--- src/rtl/shift_add_mult_seq.sv ---
// Sequential shift-and-add multiplier: one multiplier bit retired per clock,
// start/done handshake, optional two's-complement operands via magnitude + sign fix.
module shift_add_mult_seq #(
  parameter int M = 8,
  parameter int N = 8
) (
  input  logic           i_clk,
  input  logic           i_rst,
  input  logic           i_start,
  input  logic           i_signed_mode,
  input  logic [M-1:0]   i_d,
  input  logic [N-1:0]   i_q,
  output logic           o_busy,
  output logic           o_done,
  output logic [M+N-1:0] o_product
);
  localparam int CW = $clog2(N);

  typedef enum logic [1:0] {S_IDLE, S_CALC, S_FIX} state_t;

  state_t          r_state;
  logic [M:0]      r_a;
  logic [N-1:0]    r_q;
  logic [M-1:0]    r_mag_d;
  logic            r_neg;
  logic [CW-1:0]   r_cnt;

  logic [M-1:0]    w_mag_d;
  logic [N-1:0]    w_mag_q;
  logic [M:0]      w_sum;
  logic [M+N-1:0]  w_full;

  // Negating the most-negative value wraps back to itself, which read as
  // unsigned is exactly its magnitude.
  assign w_mag_d = (i_signed_mode && i_d[M-1]) ? -i_d : i_d;
  assign w_mag_q = (i_signed_mode && i_q[N-1]) ? -i_q : i_q;
  assign w_sum   = r_q[0] ? (r_a + {1'b0, r_mag_d}) : r_a;
  assign w_full  = {r_a[M-1:0], r_q};

  always_ff @(posedge i_clk or posedge i_rst) begin
    if (i_rst) begin
      r_state   <= S_IDLE;
      r_a       <= '0;
      r_q       <= '0;
      r_mag_d   <= '0;
      r_neg     <= 1'b0;
      r_cnt     <= '0;
      o_busy    <= 1'b0;
      o_done    <= 1'b0;
      o_product <= '0;
    end else begin
      case (r_state)
        S_IDLE: begin
          o_done <= 1'b0;
          if (i_start) begin
            r_mag_d <= w_mag_d;
            r_q     <= w_mag_q;
            r_neg   <= i_signed_mode & (i_d[M-1] ^ i_q[N-1]);
            r_a     <= '0;
            r_cnt   <= '0;
            o_busy  <= 1'b1;
            r_state <= S_CALC;
          end
        end
        S_CALC: begin
          // add and shift in one step: carry lands in the accumulator MSB
          r_a   <= {1'b0, w_sum[M:1]};
          r_q   <= {w_sum[0], r_q[N-1:1]};
          r_cnt <= r_cnt + 1'b1;
          if (r_cnt == CW'(N-1)) r_state <= S_FIX;
        end
        S_FIX: begin
          o_product <= r_neg ? -w_full : w_full;
          o_done    <= 1'b1;
          o_busy    <= 1'b0;
          r_state   <= S_IDLE;
        end
        default: r_state <= S_IDLE;
      endcase
    end
  end
endmodule

--- config.mk ---
export PLATFORM = sky130hd
export DESIGN_NAME = shift_add_mult_seq
export DESIGN_NICKNAME = d
export VERILOG_FILES = /design/src/rtl/shift_add_mult_seq.sv
export SDC_FILE = /design/constraint.sdc
export NUM_CORES = 1
export LEC_CHECK = 0
export ABC_CLOCK_PERIOD_IN_PS = 2820
export BUFFER_PORTS_ARGS = -buffer_cell sky130_fd_sc_hd__buf_2
export CORE_ASPECT_RATIO = 0.6
export CORE_MARGIN = 2
export CORE_UTILIZATION = 55
export CTS_CLUSTER_DIAMETER = 200
export DETAILED_ROUTE_END_ITERATION = 10
export GPL_TIMING_DRIVEN = 0
export PLACE_DENSITY = 0.87
export SLEW_MARGIN = 20
export SYNTH_ARGS = -nofsm -noshare
export SYNTH_HDL_FRONTEND = slang
export SYNTH_SLANG_ARGS = --single-unit
export TNS_END_PERCENT = 50
--- constraint.sdc ---
create_clock -name i_clk -period 2.82 [get_ports i_clk]
set_input_delay 0.564 -clock i_clk [delete_from_list [all_inputs] [get_ports i_clk]]
set_output_delay 0.564 -clock i_clk [all_outputs]
set_load 0.02 [all_outputs]
==> tab_implementation.tex <==
\begin{tabular}{lr}
\hline
Metric & Value \\
\hline
\multicolumn{2}{l}{\textbf{Run status}} \\
\quad Result of the run & complete, no violations \\
\multicolumn{2}{l}{\textbf{GRT}} \\
\quad Total global routing track utilization & 24.3\% \\
\quad Initial antenna violation count & 0 \\
\quad Number of global-route vias before repair & 2,109 \\
\quad Total congestion overflow & 0 \\
\quad Pin count of the biggest net entering global routing & 30 \\
\quad Global-route wire length before repair & 10.3 mm \\
\multicolumn{2}{l}{\textbf{Clocking}} \\
\quad Maximum clock path buffer count & 2 \\
\quad Worst skew pair latency & 0.31 ns \\
\quad Total number of H-tree levels & 2 \\
\quad CTS sink count & 48 \\
\quad Number of hold buffers added after cts & 0 \\
\quad Number of buffers created by CTS & 5 \\
\quad Clock tree root driver cell & clkbuf\_8 \\
\quad CTS-repair resized insts & 0 \\
\quad Total setup buffers inserted after CTS & 0 \\
\quad Clock transition at the registers of the reported paths & 0.09 ns \\
\quad Clock tree from TritonCTS & built \\
\multicolumn{2}{l}{\textbf{Layout}} \\
\quad Final-stage net count & 379 \\
\quad Antenna Cells & 0 \\
\quad Multi-input gate area & 1480 um2 \\
\quad Area added between synthesis and finish & 13.6\% \\
\quad Number of fillers in the final layout & 399 \\
\quad Sequential Area & 1200 um2 \\
\quad Fraction of layout instances using a drive strength above 1 & 17.3\% \\
\quad Post-Layout Cell Count & 409 \\
\quad Post-route standard cell area excluding fillers & 3150 um2 \\
\multicolumn{2}{l}{\textbf{Critical path}} \\
\quad Data arrival at the endpoint of the critical path & 2.45 ns \\
\quad Required time of the worst setup path & 3.08 ns \\
\quad Launching point of the worst reg2reg path & r\_a[0]\$\_DFFE\_PP0P\_ \\
\quad CP Class & reg2reg \\
\quad Setup crit end kind & register \\
\quad Largest fanout on the critical path & 6 \\
\quad Crit path launch & r\_a[0]\$\_DFFE\_PP0P\_ \\
\quad Nature of the critical path startpoint & register \\
\multicolumn{2}{l}{\textbf{Route}} \\
\quad Drt total wl & 6.14 mm \\
\quad Routed length per instance & 15.0 um \\
\quad Vias after detailed routing & 2,316 \\
\quad Antenna Violating Nets Remaining & 0 \\
\quad Detailed-route DRC error count & 0 \\
\quad Vias/cell & 5.66 \\
\quad Initial DRT Pass Iterations & 5 \\
\quad Drt initial violations & 139 \\
\multicolumn{2}{l}{\textbf{Logic synthesis}} \\
\quad Number of flops mapped to enable cells by yosys & 0 \\
\quad Number of distinct library cells after synthesis & 44 \\
\quad Proportion of netlist area held by the largest area contributor & 43.2\% \\
\quad Sequential-to-total area share from yosys stat & 43.2\% \\
\quad Yosys synthesis warning count & 0 \\
\quad Post-synthesis cell type with the largest combined area & dfrtp\_1 \\
\quad Most common flop cell mapped by yosys & dfrtp\_1 \\
\quad Mapped cell area & 2780 um2 \\
\quad Mean post-synth cell area & 9.26 um2 \\
\quad Share of synthesized flip-flops with an asynchronous set or reset & 100\% \\
\quad Number of register bits inferred by synthesis & 48 \\
\quad Post-synthesis cell count & 300 \\
\quad Nets in the synthesized netlist & 334 \\
\quad Cells taking the most area after synthesis & dfrtp\_1 (43\%), o21ai\_0 (6.8\%), nand2\_1 (6.4\%) \\
\multicolumn{2}{l}{\textbf{Floorplan}} \\
\quad Top-level port count & 38 \\
\quad Row Count & 19 \\
\quad Starting utilization of the core area & 59.0\% \\
\quad Width of the die & 95.7 um \\
\quad Die area & 5650 um2 \\
\quad Height of the die & 59.0 um \\
\quad Placeable core region & 4710 um2 \\
\multicolumn{2}{l}{\textbf{Placed design}} \\
\quad Sum of net half-perimeters after detailed placement & 4.83 mm \\
\quad Pre-CTS worst setup slack & 0.648 ns \\
\quad Total of buffers placed on input and output ports & 37 \\
\quad Cell count after placement & 401 \\
\quad Placed inst area & 3060 um2 \\
\quad Routability cong. & 0.891 \\
\multicolumn{2}{l}{\textbf{STA}} \\
\quad Setup repair after global routing missed its margin & false \\
\quad Slew Limit Headroom & 66.7\% \\
\quad Final setup violating endpoints & 0 \\
\quad Final critical-path share of the clock period & 77.6\% \\
\quad Hold Vio Cnt, Final & 0 \\
\quad Min cycle time layout & 2.19 ns \\
\quad Number of max-slew violations in the final report & 0 \\
\quad Peak Freq & 457 MHz \\
\quad TNS Setup & 0 ns \\
\quad Final Skew & 0.00545 ns \\
\quad Transition at the pin with the smallest max-transition slack & 0.499 ns \\
\quad Smallest setup slack after layout & 0.631 ns \\
\multicolumn{2}{l}{\textbf{Power and ir drop}} \\
\quad Max IR drop VDD & 0.400 mV \\
\quad Total leakage power & 0.00149 uW \\
\quad Power density of the placed cells & 1020 nW/um2 \\
\quad Power Total & 3230 uW \\
\multicolumn{2}{l}{\textbf{Hold path}} \\
\quad Class of the tightest hold or removal check & in2async \\
\multicolumn{2}{l}{\textbf{Flow run}} \\
\quad Max cap viols & 0 \\
\hline
\end{tabular}
## path summary, 6_finish.rpt
path / depth (start not counted) / to / slack [ns]
max: 7 / r_a[5]$_DFFE_PP0P_ / 0.63
min: 2 / o_product[9]$_DFFE_PP0P_ / 0.24
max reg2reg: 7 / r_a[5]$_DFFE_PP0P_ / 0.63
min reg2reg: 2 / o_product[9]$_DFFE_PP0P_ / 0.48
max in group asynchronous: 3 / r_mag_d[7]$_DFFE_PP0P_ / 2.09
min in group i_clk: 2 / o_product[9]$_DFFE_PP0P_ / 0.48
## flip-flops by register name, indices dropped and copies added (netlist names)
register   flops
o_product     16
r_a            8
r_mag_d        8
r_q            8
r_cnt          3
r_state        2
o_busy         1
o_done         1
r_neg          1
## cells in the final DEF (no fill, tap or decap), types with 3 or more instances in the layout
cell | synthesis | layout
dfrtp_1 | 48 | 48
nand2_1 | 47 | 47
buf_2 | 3 | 40
o21ai_0 | 38 | 38
xor2_1 | 20 | 20
a21oi_1 | 13 | 13
ha_1 | 13 | 13
nor2_1 | 12 | 12
inv_1 | 11 | 10
xnor2_1 | 10 | 10
a22oi_1 | 10 | 10
clkbuf_1 | 8 | 8
nand3_1 | 8 | 8
nor2b_1 | 6 | 6
clkbuf_8 | 0 | 6
o31ai_1 | 4 | 4
nor3_1 | 4 | 4
mux2i_1 | 4 | 4
o21ai_1 | 4 | 4
a22o_1 | 3 | 3
a31oi_1 | 3 | 3
## per-stage QoR
| stage | hold slack, ns | util (%) |
|---|---|---|
| floorplan | 0.450 | - |
| global placement | 0.456 | 64.6 |
| detailed placement | 0.470 | 65.0 |
| CTS | 0.257 | 67.0 |
| global route | 0.284 | 67.0 |
| finish | 0.242 | 67.0 |
## per-layer routing
metal,global-route usage (%),wire [um],vias up
met4,6.53,97,0
met3,6.49,480,11
li1,-,-,1150
met2,35.9,2580,84
met5,0,0,-
met1,35.7,2980,1071
## cells in the mapped netlist, types with 2 or more instances
library cell and n:
a211oi_1 2, nor2b_1 6, xor2_1 20, a22oi_1 10, o22ai_1 2, ha_1 13, o21ai_1 4, nor3b_1 2
nand2b_1 2, o31ai_1 4, or3_1 2, inv_1 11, nor2_1 12, nand3_2 2, dfrtp_1 48, o21ai_0 38
a22o_1 3, nor3_1 4, nand3_1 8, mux2i_1 4, a31oi_1 3, nand2_1 47, clkbuf_1 8, a21oi_1 13
xnor2_1 10, buf_2 3, a21o_1 2
## where the power goes
group          total, uW  switching (uW)  internal [uW]
Sequential          1260             296            967
Clock                429             233            196
Combinational       1540             898            642
Total               3230            1430           1800
## worst max-delay path: stages, from the launching register on
cell and delay (ns):
dfrtp_1 0.46, ha_1 0.28, fa_1 0.45, a211oi_1 0.21, o21ai_0 0.15, and3_1 0.20
o31ai_1 0.22, a22o_1 0.15
## cell families after synthesis
family	Yosys count	share of synthesized area [%]
AND/OR/NAND/NOR	91	15.7
AO/OA/AOI/OAI	90	20.2
flip-flops	48	43.2
XOR/XNOR	30	9.46
buffers and inverters	23	3.38
adder cells (fa/ha/maj)	14	6.58
multiplexers	4	1.44
## final cells by class
type / instances / share of cell area (%)
Sequential cell: 48 / 38.1
Tap cell: 63 / 2.50
Clock buffer: 6 / 2.62
Buffer: 12 / 1.67
Clock inverter: 2 / 0.317
Timing Repair Buffer: 38 / 6.51
Inverter: 11 / 1.31
Multi-Input combinational cell: 229 / 47.0
Power figures use the tool's default switching activity.
